===== src/rtl/uart_rx_if.sv =====
// Receive-side bundle between the UART receiver and its user: baud tick, serial line, word and status.
// UART_RX_PARITY_EN adds the parity_err status line.
interface uart_rx_if #(
  parameter int DBIT = 8
);
  logic            s_tick;
  logic            rx;
  logic [DBIT-1:0] dout;
  logic            rx_done_tick;
  logic            frame_err;
  logic            busy;
`ifdef UART_RX_PARITY_EN
  logic            parity_err;

  modport master (
    output s_tick, rx,
    input  dout, rx_done_tick, frame_err, busy, parity_err
  );

  modport slave (
    input  s_tick, rx,
    output dout, rx_done_tick, frame_err, busy, parity_err
  );
`else
  modport master (
    output s_tick, rx,
    input  dout, rx_done_tick, frame_err, busy
  );

  modport slave (
    input  s_tick, rx,
    output dout, rx_done_tick, frame_err, busy
  );
`endif
endinterface


===== src/rtl/uart_receiver.sv =====
// 16x-oversampling UART receive engine: start/data/stop recovery with a one-cycle done pulse.
// Define UART_RX_PARITY_EN to add a parity bit after the data bits and the parity_err status.
module uart_receiver #(
  parameter int DBIT    = 8,
  parameter int SB_TICK = 16
`ifdef UART_RX_PARITY_EN
  ,
  parameter bit PARITY_ODD = 1'b0
`endif
) (
  input  logic     PCLK,
  input  logic     PRESETn,
  uart_rx_if.slave bus
);

`ifdef UART_RX_PARITY_EN
  typedef enum logic [2:0] {IDLE, START, DATA, PARITY, STOP} state_t;
`else
  typedef enum logic [1:0] {IDLE, START, DATA, STOP} state_t;
`endif

  state_t          state_reg, state_next;
  logic [4:0]      s_reg, s_next;
  logic [2:0]      n_reg, n_next;
  logic [DBIT-1:0] shift_reg, shift_next;
  logic [DBIT-1:0] dout_reg, dout_next;
  logic            ferr_reg, ferr_next;
  logic            done_reg, done_next;
  logic            rx_meta_reg, rx_s_reg;
  // A start is only accepted once the line has been seen high; blocks re-triggering on a held break.
  logic            seen_high_reg, seen_high_next;
`ifdef UART_RX_PARITY_EN
  logic            parity_bit_reg, parity_bit_next;
  logic            perr_reg, perr_next;
`endif

  always_ff @(posedge PCLK or negedge PRESETn) begin
    if (!PRESETn) begin
      state_reg      <= IDLE;
      s_reg          <= '0;
      n_reg          <= '0;
      shift_reg      <= '0;
      dout_reg       <= '0;
      ferr_reg       <= 1'b0;
      done_reg       <= 1'b0;
      rx_meta_reg    <= 1'b1;
      rx_s_reg       <= 1'b1;
      seen_high_reg  <= 1'b1;
`ifdef UART_RX_PARITY_EN
      parity_bit_reg <= 1'b0;
      perr_reg       <= 1'b0;
`endif
    end else begin
      state_reg      <= state_next;
      s_reg          <= s_next;
      n_reg          <= n_next;
      shift_reg      <= shift_next;
      dout_reg       <= dout_next;
      ferr_reg       <= ferr_next;
      done_reg       <= done_next;
      rx_meta_reg    <= bus.rx;
      rx_s_reg       <= rx_meta_reg;
      seen_high_reg  <= seen_high_next;
`ifdef UART_RX_PARITY_EN
      parity_bit_reg <= parity_bit_next;
      perr_reg       <= perr_next;
`endif
    end
  end

  always_comb begin
    state_next      = state_reg;
    s_next          = s_reg;
    n_next          = n_reg;
    shift_next      = shift_reg;
    dout_next       = dout_reg;
    ferr_next       = ferr_reg;
    done_next       = 1'b0;
    seen_high_next  = rx_s_reg | seen_high_reg;
`ifdef UART_RX_PARITY_EN
    parity_bit_next = parity_bit_reg;
    perr_next       = perr_reg;
`endif
    case (state_reg)
      IDLE: begin
        if (!rx_s_reg && seen_high_reg) begin
          state_next = START;
          s_next     = '0;
        end
      end
      START: begin
        if (bus.s_tick) begin
          if (s_reg == 5'd7) begin
            if (!rx_s_reg) begin
              state_next = DATA;
              s_next     = '0;
              n_next     = '0;
            end else begin
              state_next = IDLE;
            end
          end else begin
            s_next = s_reg + 5'd1;
          end
        end
      end
      DATA: begin
        if (bus.s_tick) begin
          if (s_reg == 5'd15) begin
            shift_next = {rx_s_reg, shift_reg[DBIT-1:1]};
            s_next     = '0;
            n_next     = n_reg + 3'd1;
            if (n_reg == 3'(DBIT - 1)) begin
`ifdef UART_RX_PARITY_EN
              state_next = PARITY;
`else
              state_next = STOP;
`endif
            end
          end else begin
            s_next = s_reg + 5'd1;
          end
        end
      end
`ifdef UART_RX_PARITY_EN
      PARITY: begin
        if (bus.s_tick) begin
          if (s_reg == 5'd15) begin
            parity_bit_next = rx_s_reg;
            s_next          = '0;
            state_next      = STOP;
          end else begin
            s_next = s_reg + 5'd1;
          end
        end
      end
`endif
      STOP: begin
        if (bus.s_tick) begin
          if (s_reg == 5'(SB_TICK - 1)) begin
            dout_next      = shift_reg;
            ferr_next      = ~rx_s_reg;
            done_next      = 1'b1;
            state_next     = IDLE;
            seen_high_next = rx_s_reg;
`ifdef UART_RX_PARITY_EN
            perr_next      = ^shift_reg ^ parity_bit_reg ^ PARITY_ODD;
`endif
          end else begin
            s_next = s_reg + 5'd1;
          end
        end
      end
      default: state_next = IDLE;
    endcase
  end

  assign bus.dout         = dout_reg;
  assign bus.rx_done_tick = done_reg;
  assign bus.frame_err    = ferr_reg;
  assign bus.busy         = (state_reg != IDLE);
`ifdef UART_RX_PARITY_EN
  assign bus.parity_err   = perr_reg;
`endif

endmodule


===== src/flat_wrapper.sv =====
// flat-port wrapper written by rule: the top's interface ports become plain ports
module uart_receiver_flat 
#(
  parameter int DBIT    = 8,
  parameter int SB_TICK = 16

)
  (PCLK, PRESETn, bus_s_tick, bus_rx, bus_dout, bus_rx_done_tick, bus_frame_err, bus_busy);
  uart_rx_if #(.DBIT(DBIT)) bus_i ();
  input  logic PCLK;
  input  logic PRESETn;
  input wire logic [$bits(bus_i.s_tick)-1:0] bus_s_tick;
  input wire logic [$bits(bus_i.rx)-1:0] bus_rx;
  output wire logic [$bits(bus_i.dout)-1:0] bus_dout;
  output wire logic [$bits(bus_i.rx_done_tick)-1:0] bus_rx_done_tick;
  output wire logic [$bits(bus_i.frame_err)-1:0] bus_frame_err;
  output wire logic [$bits(bus_i.busy)-1:0] bus_busy;
  assign bus_i.s_tick = bus_s_tick;
  assign bus_i.rx = bus_rx;
  assign bus_dout = bus_i.dout;
  assign bus_rx_done_tick = bus_i.rx_done_tick;
  assign bus_frame_err = bus_i.frame_err;
  assign bus_busy = bus_i.busy;
  uart_receiver #(.DBIT(DBIT), .SB_TICK(SB_TICK)) u_core (.PCLK(PCLK), .PRESETn(PRESETn), .bus(bus_i));
endmodule

===== config.mk =====
export PLATFORM = sky130hd
export DESIGN_NAME = uart_receiver_flat
export DESIGN_NICKNAME = d
export VERILOG_FILES = /design/src/rtl/uart_rx_if.sv /design/src/rtl/uart_receiver.sv /design/src/flat_wrapper.sv
export SDC_FILE = /design/constraint.sdc
export NUM_CORES = 1
export LEC_CHECK = 0
export ABC_AREA = 1
export CORE_MARGIN = 10
export CORE_UTILIZATION = 60
export DETAILED_ROUTE_END_ITERATION = 12
export PLACE_DENSITY = 0.85
export SLEW_MARGIN = 20
export SYNTH_ARGS = -nofsm -noshare
export SYNTH_HDL_FRONTEND = slang
export SYNTH_SLANG_ARGS = --single-unit

===== constraint.sdc =====
create_clock -name PCLK -period 4.52 [get_ports PCLK]
set_input_delay 0.678 -clock PCLK [delete_from_list [all_inputs] [get_ports PCLK]]
set_output_delay 0.678 -clock PCLK [all_outputs]
set_load 0.005 [all_outputs]

## Word level (Yosys, flattened, before mapping)

Cells that the tools add are included.

| storage, ports and cells | value |
|---|---|
| register bits after elaboration | 31 |
| input bits | 4 |
| output and inout port bits | 11 |
| logic and storage cells | 72 |

| operators by class | value |
|---|---|
| add/subtract/negate cells | 2 |
| eq/ne operators | 17 |
| multiplexer cells | 31 |
| bitwise logic cells | 2 |
| reduce and logical (&&, ||, !) cells | 10 |

Operators with widths:

| kind | number |
|---|---|
| 2-to-1 mux 5 bit | 8 |
| case mux 5 bit (4 select lines) | 1 |
| 2-to-1 mux 2 bit | 9 |
| 2-to-1 mux 3 bit | 5 |
| AND reduction 6 bit | 2 |
| != test 2 x 1 -> 1 bit (second input constant) | 5 |
| != test 2 bit (second input constant) | 5 |
| case mux 2 bit (4 select lines) | 1 |
| AND reduction 8 bit | 1 |
| 2-to-1 mux 1 bit | 6 |
| case mux 3 bit (2 select lines) | 1 |
| AND reduction 3 bit | 2 |
| adder 5 x 1 -> 5 bit (second input constant) | 1 |
| equality test 5 x 3 -> 1 bit (second input constant) | 1 |
| equality test 5 x 4 -> 1 bit (second input constant) | 1 |
| equality test 2 bit (second input constant) | 2 |
| nonzero test 2 bit | 2 |
| adder 3 x 1 -> 3 bit (second input constant) | 1 |
| equality test 3 bit (second input constant) | 1 |
| != test 3 bit (second input constant) | 1 |
| equality test 2 x 1 -> 1 bit (second input constant) | 1 |
| logical NOT 2 bit | 1 |
| logical AND 1 bit | 1 |
| logical NOT 1 bit | 1 |
| other kinds (2) | 2 |

## Longest topological paths before layout

Gate-level depths: netlist of run 1.

| logic depth | value |
|---|---|
| depth in word-level cells | 5 |
| depth in mapped cells | 11 |
| depth with buffers taken out | 11 |

## Least setup slack after synthesis of run 1

No wires, ideal clock.

| path | value |
|---|---|
| path kind | register -> register |
| start point | register u_core.s_reg[0] |
| end point | register u_core.dout_reg[0], in the netlist u_core.bus.dout[0] |
| setup time | 125 ps |
| arrival time | 1575 ps |
| required time | 4395 ps |
| path slack | 2821 ps |
| stages on the path, launching flop included | 8 |
| buffers on the path | 0 |
| period minus slack after synthesis | 1699 ps |
| path through | dfrtp_1 > ha_1 > nand2_1 > nor2_1 > ha_1 > nand2_1 > nor2_4 > mux2_2 |

| on the way | value |
|---|---|
| word-level cells in the longest chain between the ends | 2 |

Ends and longest elaborated chain:

| element | line | text |
|---|---|---|
| start: declaration | uart_receiver.sv:23 | `logic [4:0] s_reg, s_next;` |
| start signal: assignment | uart_receiver.sv:55 | `s_reg <= s_next;` |
| equality test 5 x 4 -> 1 bit | uart_receiver.sv:139 | `if (s_reg == 5'(SB_TICK - 1)) begin` |
| AND reduction 3 bit (no source line) | - |  |
| end signal: assignment | uart_receiver.sv:58 | `dout_reg <= dout_next;` |
| end: declaration | uart_receiver.sv:26 | `logic [DBIT-1:0] dout_reg, dout_next;` |

Every way passes these cells.
A chain may end at the register's enable or synchronous reset.

## Worst setup path after layout of run 1

| path | value |
|---|---|
| start point | register u_core.state_reg[0] |
| end point | output bus_busy |

| on the way | value |
|---|---|
| word-level cells in the longest chain between the ends | 1 |

Ends and longest elaborated chain:

| element | line | text |
|---|---|---|
| start: declaration | uart_receiver.sv:22 | `state_t state_reg, state_next;` |
| start signal: assignment | uart_receiver.sv:54 | `state_reg <= state_next;` |
| nonzero test 2 bit | uart_receiver.sv:160 | `assign bus.busy = (state_reg != IDLE);` |
| end: declaration | flat_wrapper.sv:17 | `output wire logic [$bits(bus_i.busy)-1:0] bus_busy;` |

Every way passes these cells.

==> qor.yml, run 1 <==
route.detailed.drc: 0
rsz0062_at_grt: "no"
ant_nets: 0
tns_ns: 0
worstSetupPathType: "reg2out"
setup_ws_ns: 2.10
cp.required_ns: 3.84
mostFrequentLayoutCells: "nand2_1, dfrtp_1, inv_1, nor2_1, clkdlybuf4s50_1"
p_leak_nw: 0.892
num_vias: 1258
status: "complete, no violations"
start_util_pct: 64.8
final_common_cell: "nand2_1"
hold_violations: 0
ys.flop_type: "dfrtp_1"
synth-seq-cells: 31
clk_latency_ns: 0.33
cts_tree: "yes"
grt_max_degree: 32
fin_worst_skew_ns: 0.00966
wl_per_cell_um: 13.1
synthMuxAreaShare_pct: 1.36
cts_buffer_depth: 2
worstSetupEndpointType: "output pin"
drive_above_1_share_pct: 18.0
crit_arrival_ns: 1.74
fin_cells: 230
maxClockFrequency_mhz: 413
syn_avg_cell_area_um2: 9.12
met1_length_mm: 1.25
die_x_um: 72.4
routed.top_layer: "met4"
dpl.cell_count: 222
wl_met3_um: 203
clockRootBuffer: "clkbuf_4"
grt-ovfl-total: 0
cts.repair.resized: 0
hold_class: "reg2reg"
synth_seq_area_share_pct: 47.2
io_buffers: 14
synthXorXnorAreaFrac_pct: 0
fillers: 181
slew_viol_final: 0
synth-edff-count: 0
drtPass1Iterations: 4
synth-compound-area-share_pct: 8.95
grt_antenna_before_repair: 0
synth_top_area_cell: "dfrtp_1"
cts_setup_buffers: 0
netlist_area_um2: 1650
nNetsFinal: 209
utilization_pct: 73.2
cp-start-kind: "flip-flop"
io-pin-count: 15
ys_types: 29
synthArstFlopShare_pct: 100
wl_met2_mm: 1.52
syn_nets: 191
ys.warnings.count: 0
clock_sinks: 31
clkTransAtPathRegs_ns: 0.10
hpwlAfterDp_mm: 2.27
n_antenna_cell: 0
placementRows: 18
ys_top_cells_by_area: "dfrtp_1, nand2_1, dfstp_2, ha_1, inv_1"
synthCells: 181
dieArea_um2: 5250
worstMarginPinSlew_ns: 0.568
pre_cts_slack_ns: 2.36
dr.first_iter.drc_count: 121
synth_top_family_by_area: "simple AND/OR/NAND/NOR gates"
routabilityCongestion: 0.865
synthSimpleGateAreaFrac_pct: 29.6
coreArea_um2: 2540
timing.final.crit_share_pct: 53.5
setup_viol: 0
vias_per_cell: 5.47
synth_adder_area_share_pct: 4.55
period_minus_slack_ns: 2.42
p_per_area_nw_per_um2: 445
power_mw: 0.828
cts_buffers: 5
holdBufCountCts: 0
fp.dieH_um: 72.4
drv_cap: 0
h-tree-depth: 2
cp_max_fo: 9
grtUsageTotal_pct: 12.6
grt_pass1_wl_mm: 5.26
wl_mm: 3.02
ir_drop_mv: 0.426
first_global_vias: 1214
syn2layout_area_growth_pct: 12.9
slew_headroom_pct: 62.2
synth_top_area_share_pct: 42.5
## worst max-delay path, stage by stage, from the launching register on
cell and delay [ns]:
dfrtp_1 0.71, inv_6 0.08, nand2_4 0.11, clkdlybuf4s50_1 0.50
## cell usage after synthesis, drive strengths merged (2+ instances only)
| library cell | count |
|---|---|
| o21ai | 14 |
| o211ai | 2 |
| nand3 | 10 |
| nand2 | 51 |
| nand4 | 5 |
| dfrtp | 28 |
| inv | 21 |
| dfstp | 3 |
| a21oi | 8 |
| mux2 | 2 |
| buf | 4 |
| nor2 | 23 |
| ha | 6 |
## per-layer routing
metal | track usage (%) | up-vias
li1 | - | 620
met5 | 0 | -
met2 | 21.6 | 33
met1 | 12.8 | 598
met3 | 5.99 | 7
met4 | 5.49 | 0
## layout make-up
cell class,instances,area [um2],share of cell area [%]
inverters,22,92.6,4.97
clock inverters,1,7.51,0.403
flip-flops and latches,31,779,41.8
repair buffers,15,148,7.92
well taps,30,37.5,2.01
clock buffers,7,65.1,3.49
multi-input cells,124,733,39.4
## stage by stage
stage	hold WS, ns	instance area (um2)
after floorplan	0.345	1650
after global placement	0.348	1790
after detailed placement	0.351	1790
after CTS	0.364	1860
after global routing	0.366	1860
final	0.362	1860
## where the power goes
part / total (mW) / internal [mW] / switching, mW
clock: 0.188 / 0.0908 / 0.0970
sequential: 0.367 / 0.309 / 0.0585
combinational: 0.273 / 0.104 / 0.169
total: 0.828 / 0.504 / 0.325
## path summary, 6_finish.rpt
path | from | cells past startpoint | slack [ns] | end
max | u_core.state_reg[0] | 3 | 2.10 | bus_busy
min | u_core.rx_meta_reg | 0 | 0.36 | u_core.rx_s_reg
max reg2reg | u_core.s_reg[0] | 7 | 2.44 | u_core.bus.dout[3]
min reg2reg | u_core.rx_meta_reg | 0 | 0.36 | u_core.rx_s_reg
max in group asynchronous | PRESETn | 2 | 3.47 | u_core.rx_meta_reg
min in group asynchronous | PRESETn | 2 | 0.72 | u_core.n_reg[2]
## kinds of logic after synthesis
group / count (synthesis)
simple gates: 91
flops: 31
buf+inv: 26
compound gates: 25
fa+ha+maj: 6
mux: 2
Power figures use the tool's default switching activity.
==> inputs of run 2 (changes only) <==
--- a/config.mk
+++ b/config.mk
@@ -7,9 +7,9 @@
 export LEC_CHECK = 0
 export ABC_AREA = 1
 export CORE_MARGIN = 10
-export CORE_UTILIZATION = 60
+export CORE_UTILIZATION = 51
 export DETAILED_ROUTE_END_ITERATION = 12
-export PLACE_DENSITY = 0.85
+export PLACE_DENSITY = 0.77
 export SLEW_MARGIN = 20
 export SYNTH_ARGS = -nofsm -noshare
 export SYNTH_HDL_FRONTEND = slang
==> constraint.sdc (replaced) <==
create_clock -name PCLK -period 2.2 [get_ports PCLK]
set_input_delay 0.33 -clock PCLK [delete_from_list [all_inputs] [get_ports PCLK]]
set_output_delay 0.33 -clock PCLK [all_outputs]
set_load 0.005 [all_outputs]
==> qor.yml, run 2 (synthesized netlist as in run 1, its figures left out) <==
fin_worst_skew_ns: 0.00904  # was 0.00966 ns
r2r_start: "u_core.s_reg[0]"  # unchanged
cp-endpoint: "bus_busy"  # unchanged
worstMarginPinSlew_ns: 0.552  # was 0.568 ns
vias_per_cell: 4.99  # was 5.47
grtUsageTotal_pct: 11.4  # was 12.6%
multi_input_area_um2: 733  # unchanged
routabilityCongestion: 0.813  # was 0.865
placementRows: 20  # was 18
dieArea_um2: 5910  # was 5250 um2
fillers: 254  # was 181
clkTransAtPathRegs_ns: 0.10  # about the same
start_util_pct: 53.6  # was 64.8%
first_global_vias: 1183  # was 1,214
drive_above_1_share_pct: 19.2  # was 18.0%
crit_start: "u_core.state_reg[0]"  # unchanged
cts_buffer_depth: 2  # unchanged
cts_buffers: 5  # unchanged
cp-start-kind: "flip-flop"  # unchanged
syn2layout_area_growth_pct: 15.3  # was 12.9%
crit_family: "flip-flops"  # unchanged
crit_cells: 3  # unchanged
io-pin-count: 15  # unchanged
cp_cell_sequence: "inv_6, nand2_4, clkdlybuf4s50_1"  # unchanged
route.detailed.drc: 0  # unchanged
wl_per_cell_um: 12.8  # was 13.1 um
fp.dieH_um: 76.9  # was 72.4 um
nNetsFinal: 212  # was 209
cts_tree: "yes"  # unchanged
clk_latency_ns: 0.33  # about the same
reg2reg_to: "u_core.bus.dout[0]"  # was u_core.bus.dout[3]
clockRootBuffer: "clkbuf_4"  # unchanged
crit_arrival_ns: 1.74  # about the same
grt_max_degree: 32  # unchanged
rrSetupSlack_ns: 0.25  # was 2.44 ns
cp_slowest_cell: "dfrtp_1"  # unchanged
fin_cells: 247  # was 230
crit_buf_inv: 2  # unchanged
cp_max_fo: 9  # unchanged
worstSetupPathType: "reg2out"  # unchanged
seqCellArea_um2: 779  # unchanged
ir_drop_mv: 0.484  # was 0.426 mV
setup_viol: 0  # unchanged
io_buffers: 14  # unchanged
timing.final.crit_share_pct: 94.3
slew_headroom_pct: 63.2  # was 62.2%
period_minus_slack_ns: 2.07
tns_ns: 0  # unchanged
maxClockFrequency_mhz: 482
die_x_um: 76.9  # was 72.4 um
worstSetupEndpointType: "output pin"  # unchanged
wl_mm: 3.16  # was 3.02 mm
grt_pass1_wl_mm: 5.53  # was 5.26 mm
cpPeakStageDelay_ns: 0.71  # about the same
dpl.cell_count: 236  # was 222
p_per_area_nw_per_um2: 901  # was 445 nW/um2
drv_cap: 0  # unchanged
hold_class: "reg2reg"  # unchanged
clock_sinks: 31  # unchanged
cp.required_ns: 1.87  # was 3.84 ns
min-delay-start: "u_core.rx_meta_reg"  # unchanged
num_vias: 1233  # was 1,258
ant_nets: 0  # unchanged
holdBufCountCts: 0  # unchanged
p_leak_nw: 0.908  # was 0.892 nW
dr.first_iter.drc_count: 123  # was 121
grt_antenna_before_repair: 0  # unchanged
slew_viol_final: 0  # unchanged
r2r_cells: 7  # unchanged
coreArea_um2: 3080  # was 2540 um2
mostFrequentLayoutCells: "nand2_1, dfrtp_1, inv_1, nor2_1, clkdlybuf4s50_1"  # unchanged
hold_violations: 0  # unchanged
utilization_pct: 61.8  # was 73.2%
grt-ovfl-total: 0  # unchanged
final_common_cell: "nand2_1"  # unchanged
h-tree-depth: 2  # unchanged
status: "complete, no violations"  # unchanged
drtPass1Iterations: 4  # unchanged
hpwlAfterDp_mm: 2.33  # was 2.27 mm
rsz0062_at_grt: "no"  # unchanged
n_antenna_cell: 0  # unchanged
-- run 2: how the worst min path moves through the flow --
stage,endpoint,slack [ns],depth (start not counted)
6_report,u_core.rx_s_reg,0.36,0
5_1_grt,u_core.rx_s_reg,0.37,0
3_3_place_gp,u_core.rx_s_reg,0.35,0
3_5_place_dp,u_core.rx_s_reg,0.35,0
2_1_floorplan,async pin,0.03,0
4_1_cts,u_core.rx_s_reg,0.36,0
-- run 2: worst reg2reg max path: stages (launching register included) --
cell and delay, ns:
dfrtp_1 0.40, ha_1 0.18, nand2_1 0.07, nor2_1 0.20
ha_1 0.28, nand2_1 0.13, nor2_4 0.23, mux2_2 0.36
-- run 2: cell type report --
cell class              instances  share of cell area, %
clock inverters                 1                  0.394
repair buffers                 18                   8.94
multi-input cells             124                   38.5
inverters                      22                   4.87
flip-flops and latches         31                   41.0
well taps                      44                   2.89
clock buffers                   7                   3.42
-- run 2: routing by layer --
layer | GRT usage (%) | up-vias | wire [um]
met1 | 13.4 | 582 | 1390
li1 | - | 624 | -
met2 | 18.1 | 22 | 1540
met4 | 3.90 | 0 | 37
met3 | 5.13 | 5 | 188
met5 | 0 | - | 0
-- run 2: what timing repair did --
| item | CTS | global route |
|---|---|---|
| gates resized for setup | 0 | 0 |
| buffers inserted | 0 | 3 |
| endpoints found under the setup margin | 0 | 2 |
-- run 2: metrics by stage --
step | hold slack (ns) | area [um2] | power, mW | setup slack (ns)
finish | 0.360 | 1900 | 1.72 | 0.125
global route | 0.368 | 1900 | 1.85 | 0.0379
CTS | 0.361 | 1880 | 1.73 | 0.108
detailed placement | 0.348 | 1810 | 1.34 | 0.183
global placement | 0.347 | 1810 | 1.31 | 0.282
floorplan | 0.0344 | 1650 | 1.22 | 0.501
-- run 2: report_power, final --
part	total (mW)	internal [mW]	switching, mW	leakage, nW
combinational	0.572	0.214	0.358	0.462
sequential	0.753	0.635	0.119	0.409
clock	0.390	0.187	0.204	0.0375
